**config.mk**
```make
export PLATFORM = sky130hd
export DESIGN_NAME = ladder_scalar_mult_flat
export DESIGN_NICKNAME = d
export VERILOG_FILES = /design/src/rtl/ladder_scalar_mult_if.sv /design/src/rtl/ladder_scalar_mult.sv /design/src/flat_wrapper.sv
export SDC_FILE = /design/constraint.sdc
export NUM_CORES = 2
export LEC_CHECK = 0
export BUFFER_PORTS_ARGS = -buffer_cell sky130_fd_sc_hd__buf_2
export CAP_MARGIN = 15
export CORE_UTILIZATION = 36
export CTS_CLUSTER_DIAMETER = 80
export DETAILED_ROUTE_END_ITERATION = 8
export SYNTH_ARGS = -nofsm -noshare
export SYNTH_HDL_FRONTEND = slang
export SYNTH_SLANG_ARGS = --single-unit
export TNS_END_PERCENT = 5
```
**constraint.sdc**
```tcl
create_clock -name clk -period 8.8 [get_ports clk]
set_input_delay 2.64 -clock clk [delete_from_list [all_inputs] [get_ports clk]]
set_output_delay 2.64 -clock clk [all_outputs]
set_load 0.03 [all_outputs]
```
**src/rtl/ladder_scalar_mult_if.sv**
```systemverilog
// Request/result and point-op engine signals of ladder_scalar_mult.
// The slave view belongs to the ladder; the master view belongs to the controller and the engine.
interface ladder_scalar_mult_if #(
  parameter int unsigned KEY_W = 256,
  parameter int unsigned INT_W = 64,
  parameter int unsigned LEN_W = 9
) ();
  logic             start;
  logic             ct_mode;
  logic [KEY_W-1:0] k;
  logic [LEN_W-1:0] k_len;
  logic [INT_W-1:0] px;
  logic [INT_W-1:0] py;
  logic             p_inf;
  logic             busy;
  logic             done;
  logic [INT_W-1:0] res_x;
  logic [INT_W-1:0] res_y;
  logic             res_inf;
  logic             op_go;
  logic             op_dbl;
  logic [INT_W-1:0] op_ax;
  logic [INT_W-1:0] op_ay;
  logic [INT_W-1:0] op_bx;
  logic [INT_W-1:0] op_by;
  logic             op_a_inf;
  logic             op_b_inf;
  logic             op_done;
  logic [INT_W-1:0] op_rx;
  logic [INT_W-1:0] op_ry;
  logic             op_r_inf;

  modport slave (
    input  start, ct_mode, k, k_len, px, py, p_inf,
    output busy, done, res_x, res_y, res_inf,
    output op_go, op_dbl, op_ax, op_ay, op_bx, op_by, op_a_inf, op_b_inf,
    input  op_done, op_rx, op_ry, op_r_inf
  );

  modport master (
    output start, ct_mode, k, k_len, px, py, p_inf,
    input  busy, done, res_x, res_y, res_inf,
    input  op_go, op_dbl, op_ax, op_ay, op_bx, op_by, op_a_inf, op_b_inf,
    output op_done, op_rx, op_ry, op_r_inf
  );
endinterface

```
**src/rtl/ladder_scalar_mult.sv**
```systemverilog
// Montgomery-ladder scalar multiplier R = k*P driving a shared external add/double engine.
// Constant-time mode walks k_len bits unconditionally; variable mode starts at the top set bit.
module ladder_scalar_mult #(
  parameter int unsigned KEY_W = 256,
  parameter int unsigned INT_W = 64,
  parameter int unsigned LEN_W = 9
) (
  input  logic                clk,
  input  logic                rst,
  ladder_scalar_mult_if.slave bus
);

  typedef enum logic [2:0] {
    S_IDLE, S_LOAD, S_INIT, S_SCAN, S_ADD, S_DBL, S_COMMIT, S_FIN
  } state_e;

  typedef struct packed {
    logic             inf;
    logic [INT_W-1:0] x;
    logic [INT_W-1:0] y;
  } pt_t;

  function automatic pt_t inf_pt();
    pt_t r;
    r     = '0;
    r.inf = 1'b1;
    return r;
  endfunction

  state_e           state_q, state_d;
  logic             ct_q, ct_d;
  logic [KEY_W-1:0] k_q, k_d;
  logic [LEN_W-1:0] klen_q, klen_d;
  logic [LEN_W-1:0] i_q, i_d;
  logic             b_q, b_d;
  pt_t              p_q, p_d;
  pt_t              r0_q, r0_d;
  pt_t              r1_q, r1_d;
  pt_t              t_q, t_d;
  pt_t              dr_q, dr_d;
  pt_t              res_q, res_d;
  pt_t              opa_q, opa_d;
  pt_t              opb_q, opb_d;
  logic             busy_q, busy_d;
  logic             done_q, done_d;
  logic             go_q, go_d;
  logic             dbl_q, dbl_d;
  logic [LEN_W-1:0] msb;
  pt_t              eng_res;

  assign eng_res = {bus.op_r_inf, bus.op_rx, bus.op_ry};

  always_comb begin
    msb = '0;
    for (int unsigned j = 0; j < KEY_W; j++) begin
      if (k_q[j]) msb = LEN_W'(j);
    end
  end

  // Engine states raise op_go only from a low op_go, so each request is preceded by a low cycle
  // and operands are loaded on the same edge that raises op_go.
  always_comb begin
    state_d = state_q;
    ct_d    = ct_q;
    k_d     = k_q;
    klen_d  = klen_q;
    i_d     = i_q;
    b_d     = b_q;
    p_d     = p_q;
    r0_d    = r0_q;
    r1_d    = r1_q;
    t_d     = t_q;
    dr_d    = dr_q;
    res_d   = res_q;
    opa_d   = opa_q;
    opb_d   = opb_q;
    busy_d  = busy_q;
    done_d  = 1'b0;
    go_d    = go_q;
    dbl_d   = dbl_q;
    case (state_q)
      S_IDLE: begin
        if (bus.start) begin
          ct_d    = bus.ct_mode;
          k_d     = bus.k;
          klen_d  = bus.k_len;
          p_d     = {bus.p_inf, bus.px, bus.py};
          busy_d  = 1'b1;
          state_d = S_LOAD;
        end
      end
      S_LOAD: begin
        if (ct_q) begin
          r0_d    = inf_pt();
          r1_d    = p_q;
          i_d     = klen_q - LEN_W'(1);
          state_d = (klen_q == '0) ? S_FIN : S_SCAN;
        end else if (k_q == '0 || p_q.inf) begin
          r0_d    = inf_pt();
          state_d = S_FIN;
        end else begin
          r0_d    = p_q;
          r1_d    = inf_pt();
          i_d     = msb;
          state_d = S_INIT;
        end
      end
      S_INIT: begin
        if (i_q == '0) begin
          state_d = S_FIN;
        end else if (!go_q) begin
          go_d  = 1'b1;
          dbl_d = 1'b1;
          opa_d = r0_q;
          opb_d = r0_q;
        end else if (bus.op_done) begin
          go_d    = 1'b0;
          r1_d    = eng_res;
          i_d     = i_q - LEN_W'(1);
          state_d = S_SCAN;
        end
      end
      S_SCAN: begin
        b_d     = |(k_q & (KEY_W'(1) << i_q));
        state_d = S_ADD;
      end
      S_ADD: begin
        if (!go_q) begin
          go_d  = 1'b1;
          dbl_d = 1'b0;
          opa_d = r0_q;
          opb_d = r1_q;
        end else if (bus.op_done) begin
          go_d    = 1'b0;
          t_d     = eng_res;
          state_d = S_DBL;
        end
      end
      S_DBL: begin
        if (!go_q) begin
          go_d  = 1'b1;
          dbl_d = 1'b1;
          opa_d = b_q ? r1_q : r0_q;
          opb_d = b_q ? r1_q : r0_q;
        end else if (bus.op_done) begin
          go_d    = 1'b0;
          dr_d    = eng_res;
          state_d = S_COMMIT;
        end
      end
      S_COMMIT: begin
        if (b_q) begin
          r0_d = t_q;
          r1_d = dr_q;
        end else begin
          r1_d = t_q;
          r0_d = dr_q;
        end
        i_d     = i_q - LEN_W'(1);
        state_d = (i_q == '0) ? S_FIN : S_SCAN;
      end
      S_FIN: begin
        res_d   = r0_q;
        done_d  = 1'b1;
        busy_d  = 1'b0;
        state_d = S_IDLE;
      end
    endcase
  end

  always_ff @(posedge clk or negedge rst) begin
    if (!rst) begin
      state_q <= S_IDLE;
      ct_q    <= 1'b0;
      k_q     <= '0;
      klen_q  <= '0;
      i_q     <= '0;
      b_q     <= 1'b0;
      p_q     <= '0;
      r0_q    <= '0;
      r1_q    <= '0;
      t_q     <= '0;
      dr_q    <= '0;
      res_q   <= '0;
      opa_q   <= '0;
      opb_q   <= '0;
      busy_q  <= 1'b0;
      done_q  <= 1'b0;
      go_q    <= 1'b0;
      dbl_q   <= 1'b0;
    end else begin
      state_q <= state_d;
      ct_q    <= ct_d;
      k_q     <= k_d;
      klen_q  <= klen_d;
      i_q     <= i_d;
      b_q     <= b_d;
      p_q     <= p_d;
      r0_q    <= r0_d;
      r1_q    <= r1_d;
      t_q     <= t_d;
      dr_q    <= dr_d;
      res_q   <= res_d;
      opa_q   <= opa_d;
      opb_q   <= opb_d;
      busy_q  <= busy_d;
      done_q  <= done_d;
      go_q    <= go_d;
      dbl_q   <= dbl_d;
    end
  end

  assign bus.busy     = busy_q;
  assign bus.done     = done_q;
  assign bus.res_x    = res_q.x;
  assign bus.res_y    = res_q.y;
  assign bus.res_inf  = res_q.inf;
  assign bus.op_go    = go_q;
  assign bus.op_dbl   = dbl_q;
  assign bus.op_ax    = opa_q.x;
  assign bus.op_ay    = opa_q.y;
  assign bus.op_a_inf = opa_q.inf;
  assign bus.op_bx    = opb_q.x;
  assign bus.op_by    = opb_q.y;
  assign bus.op_b_inf = opb_q.inf;

endmodule

```
**src/flat_wrapper.sv**
```systemverilog
// flat-port wrapper written by rule: the top's interface ports become plain ports
module ladder_scalar_mult_flat 
#(
  parameter int unsigned KEY_W = 256,
  parameter int unsigned INT_W = 64,
  parameter int unsigned LEN_W = 9
)
  (clk, rst, bus_start, bus_ct_mode, bus_k, bus_k_len, bus_px, bus_py, bus_p_inf, bus_busy, bus_done, bus_res_x, bus_res_y, bus_res_inf, bus_op_go, bus_op_dbl, bus_op_ax, bus_op_ay, bus_op_bx, bus_op_by, bus_op_a_inf, bus_op_b_inf, bus_op_done, bus_op_rx, bus_op_ry, bus_op_r_inf);
  ladder_scalar_mult_if #(.KEY_W(KEY_W), .INT_W(INT_W), .LEN_W(LEN_W)) bus_i ();
  input  logic clk;
  input  logic rst;
  input wire logic [$bits(bus_i.start)-1:0] bus_start;
  input wire logic [$bits(bus_i.ct_mode)-1:0] bus_ct_mode;
  input wire logic [$bits(bus_i.k)-1:0] bus_k;
  input wire logic [$bits(bus_i.k_len)-1:0] bus_k_len;
  input wire logic [$bits(bus_i.px)-1:0] bus_px;
  input wire logic [$bits(bus_i.py)-1:0] bus_py;
  input wire logic [$bits(bus_i.p_inf)-1:0] bus_p_inf;
  output wire logic [$bits(bus_i.busy)-1:0] bus_busy;
  output wire logic [$bits(bus_i.done)-1:0] bus_done;
  output wire logic [$bits(bus_i.res_x)-1:0] bus_res_x;
  output wire logic [$bits(bus_i.res_y)-1:0] bus_res_y;
  output wire logic [$bits(bus_i.res_inf)-1:0] bus_res_inf;
  output wire logic [$bits(bus_i.op_go)-1:0] bus_op_go;
  output wire logic [$bits(bus_i.op_dbl)-1:0] bus_op_dbl;
  output wire logic [$bits(bus_i.op_ax)-1:0] bus_op_ax;
  output wire logic [$bits(bus_i.op_ay)-1:0] bus_op_ay;
  output wire logic [$bits(bus_i.op_bx)-1:0] bus_op_bx;
  output wire logic [$bits(bus_i.op_by)-1:0] bus_op_by;
  output wire logic [$bits(bus_i.op_a_inf)-1:0] bus_op_a_inf;
  output wire logic [$bits(bus_i.op_b_inf)-1:0] bus_op_b_inf;
  input wire logic [$bits(bus_i.op_done)-1:0] bus_op_done;
  input wire logic [$bits(bus_i.op_rx)-1:0] bus_op_rx;
  input wire logic [$bits(bus_i.op_ry)-1:0] bus_op_ry;
  input wire logic [$bits(bus_i.op_r_inf)-1:0] bus_op_r_inf;
  assign bus_i.start = bus_start;
  assign bus_i.ct_mode = bus_ct_mode;
  assign bus_i.k = bus_k;
  assign bus_i.k_len = bus_k_len;
  assign bus_i.px = bus_px;
  assign bus_i.py = bus_py;
  assign bus_i.p_inf = bus_p_inf;
  assign bus_busy = bus_i.busy;
  assign bus_done = bus_i.done;
  assign bus_res_x = bus_i.res_x;
  assign bus_res_y = bus_i.res_y;
  assign bus_res_inf = bus_i.res_inf;
  assign bus_op_go = bus_i.op_go;
  assign bus_op_dbl = bus_i.op_dbl;
  assign bus_op_ax = bus_i.op_ax;
  assign bus_op_ay = bus_i.op_ay;
  assign bus_op_bx = bus_i.op_bx;
  assign bus_op_by = bus_i.op_by;
  assign bus_op_a_inf = bus_i.op_a_inf;
  assign bus_op_b_inf = bus_i.op_b_inf;
  assign bus_i.op_done = bus_op_done;
  assign bus_i.op_rx = bus_op_rx;
  assign bus_i.op_ry = bus_op_ry;
  assign bus_i.op_r_inf = bus_op_r_inf;
  ladder_scalar_mult #(.KEY_W(KEY_W), .INT_W(INT_W), .LEN_W(LEN_W)) u_core (.clk(clk), .rst(rst), .bus(bus_i));
endmodule
```
Word level (Yosys, flattened, before mapping)
Index checks and enable logic that the tools add are counted.
- bitwise logic cells: 1
- eq/ne operators: 21
- reductions and logical operators: 22
- add/sub/neg operators: 2
- multiplexer cells: 305
- shift operators: 1
- operators by type and width (operator ; number):
    two-way mux 9 bit ; 259
    two-way mux 129 bit ; 16
    case mux 129 bit (3 select lines) ; 3
    case mux 129 bit (2 select lines) ; 1
    bitwise AND 256 bit ; 1
    logical NOT 256 bit ; 1
    OR reduction 256 bit ; 1
    left shift 1 x 9 -> 256 bit (first input constant) ; 1
    two-way mux 3 bit ; 12
    case mux 9 bit (3 select lines) ; 1
    case mux 3 bit (8 select lines) ; 1
    logical NOT 9 bit ; 2
    subtractor 9 x 1 -> 9 bit (second input constant) ; 2
    inequality test 2 bit (second input constant) ; 8
    equality test 3 bit (second input constant) ; 4
    AND reduction 3 bit ; 4
    AND reduction 5 bit ; 2
    two-way mux 1 bit ; 9
    AND reduction 7 bit ; 1
    equality test 3 x 2 -> 1 bit (second input constant) ; 2
    inequality test 2 x 1 -> 1 bit (second input constant) ; 3
    inequality test 3 x 2 -> 1 bit (second input constant) ; 2
    AND reduction 2 bit ; 3
    nonzero test 2 bit ; 3
    other kinds (8) ; 10
- register bits after elaboration: 1315
- logic and storage cells: 386
- output and inout bits: 391
- bits of input ports: 528

Longest topological paths before layout
- word-level depth: 258
- gate-level depth with buffers: 14
- mapped depth without buffers: 10

Worst setup path before layout
OpenSTA, ideal clock, no wires.
- kind: input-to-reg
- start point: in bus_op_done
- end point: reg u_core.i_q[7]
- path slack: 4.413 ns
- data required time: 8.653 ns
- stages on the path: 10
- buffers on the path: 2
- arrival time: 4.240 ns
- cell sequence: and2_1 clkbuf_1 o41ai_1 a21oi_1 o2bb2ai_1 a21o_4 buf_8 or4_1 a21oi_1 a221oi_1
- longest elaborated chain between the ends: 2
- RTL lines (what ; RTL line ; text):
    from (decl) ; flat_wrapper.sv:32 ; input wire logic [$bits(bus_i.op_done)-1:0] bus_op_done;
    inequality test 2 bit (no source line) ; n/a ;
    AND reduction 5 bit (no source line) ; n/a ;
    to (signal assigned) ; ladder_scalar_mult.sv:196 ; i_q <= i_d;
    to (decl) ; ladder_scalar_mult.sv:34 ; logic [LEN_W-1:0] i_q, i_d;
Every way passes these cells.
A chain may end at the register's enable or synchronous reset.

Worst setup path after layout
- start point: in bus_op_done
- end point: reg u_core.r1_q[124] (netlist bit)
- longest elaborated chain between the ends: 2
- RTL lines (what ; RTL line ; text):
    inequality test 2 bit (no source line) ; n/a ;
    AND reduction 5 bit (no source line) ; n/a ;
    to (signal assigned) ; ladder_scalar_mult.sv:200 ; r1_q <= r1_d;
    to (decl) ; ladder_scalar_mult.sv:38 ; pt_t r1_q, r1_d;
Every way passes these cells.

==> run metrics <==
yosys warns=0; via-per-instance ratio=between 5 and 6; CTS max path bufs=3; Worst-path clk slew=0.06 ns; # IOs=919; Worst R2R Path Depth=8; ys async rst share=100.0%; Worst VDD drop=between 0.2 and 0.3 mV; nets=between 7k and 8k; fin crit share=between 50 and 60%; startpoint types=primary input; Synth cell types=82; min cycle time layout=around 4.7 ns; Slowest cell on crit path=buf_12; area of the multi-input gates=roughly 0.028 mm^2; Die Span Y=about 420 um; fillers=roughly 17k; Std-Cell Core Area=~0.17 mm^2; FMAX=around 210 MHz; Mapped Nets=6,271; total number of vias=around 50k; Non-Filler Instances=between 8k and 9k; Avg Cell Area, Syn=10.99 um^2; initial antenna violation count=85; arrival time of the worst setup path=5.41 ns; H-tree Lvls=4; post-layout util=43.12%; GRT Util Overall=between 20% and 30%; r2r setup slk=about 4.2 ns; most frequent cells in the layout=dfrtp_1, buf_2, mux2_2, nor2_1, nand2_1; Worst-Skew Late Latency=0.83 ns; Worst Path Max Fanout=around 130; status=completed; maxcap violations=0; main area contributors after synthesis=dfrtp_1, mux2_2, mux2i_1; endpoints failing hold=0; Hold Crit Class=reg2reg; Total Negative Setup Slacks=0 ns; Die W=approximately 420 um; DP Cell Count=~8.6k; Critical R2R Capture=u_core.r1_q[124]; leading area contributor after synthesis=dfrtp_1; post-DP HPWL=about 160,000 um; clock skew=about 0.04 ns; P&R area growth vs syn=18.99%; area fraction of the dominant cell type after synthesis=52.24%; final WL=~240,000 um; post_cts resized=0; post-CTS setup buffers=0; Worst Max-Slew Pin Slew=1.270 ns; Post-synth EDFFs=0; number of DRC markers in iteration 0=just over 4k; row cnt=approximately 150; Starting Density=around 36%; DIE AREA=0.1767 mm^2; Worst path top cell family by delay=compound AO/OA/AOI/OAI gates; routability cong.=between 0.9 and 1; CTS sink cnt=approximately 1.3k; first-pass GRT wire length=approximately 340,000 um; sequential cell area=0.03292 mm^2; gr ovfl total=0; CP endpoint kind=register; top_reg_cell synth=dfrtp_1; antenna-violating nets left=0; hold buffer count at cts=0; drt wl/cell=approximately 26 um; share of layout cells above drive strength 1=roughly a third; Yosys reg bits=between 1k and 1.5k; CP Class=in2reg; critical path, cell by cell=buf_2 -> and2_1 -> o41ai_1 -> a21oi_1 -> o2bb2ai_1 -> a21o_4 -> buf_12 -> nand2_1 -> o21ai_2; max-slew violation count=0; CTS buffer count=approximately 150; r2r startpoint=u_core.k_q[156]; sequential area share after synthesis=~52%; largest net degree at the start of global routing=~180; vias in the first global route=49.69k; clock root cell=clkbuf_16; hold endpoint=u_core.bus.op_ax[43]; Crit path buffers/inverters=2; hold_sp=u_core.bus.op_ax[43]; IO buf count=just over 900; cell leakage power=34.64 nW; CTS tree=built; Syn Inst Count=5,733; RSZ-0062 raised after global routing=false; most common cell after layout, fill and taps aside=dfrtp_1; Relative slew margins=between 10% and 20%; Final setup violation count=0; CP Data Required Time=between 9 and 10 ns; DR pass1 iterations=8; WHS Path Cells=2; power density over the cells=between 300 and 400 mW/mm^2; crit-path max cell delay=roughly 0.67 ns; mapped cell area=roughly 0.063 mm^2; DRC errors left=0
==> layer usage <==
layer / up-vias / routed length (um) / track usage, %
met5: - / 126 / 0
met4: 20 / 15230 / 16.01
met3: 596 / 13400 / 4.190
met2: 1987 / 112400 / 42.37
met1: 25621 / 94670 / 32.42
li1: 22426 / - / -
==> final cells by class <==
class	instances	area share [%]
tap	2325	3.881
inverter	67	0.3422
clock buffer	215	5.832
sequential	1315	43.91
antenna	49	0.1636
multi-input combinational	3940	37.67
clock inverter	51	1.085
timing repair buffer	998	7.118
==> synthesized netlist by cell type (51+ instances only) <==
cell type     n
nor4_1       74
nand2_2      76
a22oi_1      51
a21oi_1     342
inv_1        67
nand2_1     399
clkbuf_1    334
nor2_1      613
o21ai_2     100
nor3_1       54
o21ai_0     355
mux2_2      792
a221oi_1    131
dfrtp_1    1315
a211oi_1    145
mux2i_1     393
==> registers in the layout, summed over array words and instances (netlist names), 3 cells and up <==
signal            count
u_core.bus.op_ax     64
u_core.bus.op_ay     64
u_core.bus.op_bx     64
u_core.bus.op_by     64
u_core.bus.res_x     64
u_core.bus.res_y     64
u_core.dr_q         129
u_core.i_q            9
u_core.k_q          256
u_core.klen_q         9
u_core.p_q          129
u_core.r0_q         129
u_core.r1_q         129
u_core.state_q        3
u_core.t_q          129
==> per-stage QoR <==
stage,setup slack (ns),total power [mW],instance area [um^2],hold slack (ns)
finish,4.135,29.74,74960,0.4691
global route,3.978,31.33,74950,0.5002
CTS,4.198,29.81,74830,0.4777
detailed placement,3.276,23.23,69650,0.4642
global placement,3.333,22.90,69630,0.4583
floorplan,4.413,18.87,62990,0.4662
==> worst max-delay path by stage <==
stage	slack (ns)	startpoint	cells after the start	endpoint
3_5_place_dp	3.28	bus_op_done	9	u_core.r1_q[124]
2_1_floorplan	4.41	bus_op_done	10	u_core.i_q[7]
4_1_cts	4.20	bus_op_done	9	u_core.r1_q[1]
6_report	4.14	bus_op_done	9	u_core.r1_q[124]
5_1_grt	3.98	bus_op_done	9	u_core.r1_q[124]
3_3_place_gp	3.33	bus_op_done	9	u_core.r1_q[122]
==> report_power, final <==
part / leakage [nW] / total [mW] / internal [mW] / switching [mW]
clock network: 2.53 / 6.51 / 3.80 / 2.71
registers: 16.6 / 11.6 / 8.64 / 2.97
logic: 15.5 / 11.6 / 4.46 / 7.16
total: 34.6 / 29.7 / 16.9 / 12.8
==> worst min-delay path, stage by stage, from the launching register on <==
cell	delay, ns
dfrtp_1	0.33
nand2_1	0.04
o21ai_0	0.06
==> cell families (layout without fill, tap and decap cells) <==
group,count (synthesis),count (layout),synth area share (%)
compound gates,1318,1318,13.64
buf+inv,478,1331,3.222
xor+xnor,6,6,0.08342
mux,1186,1186,20.44
fa+ha+maj,10,10,0.1986
flops,1315,1315,52.24
other cells,0,49,0
simple gates,1420,1420,10.18
Power figures use the tool's default switching activity.
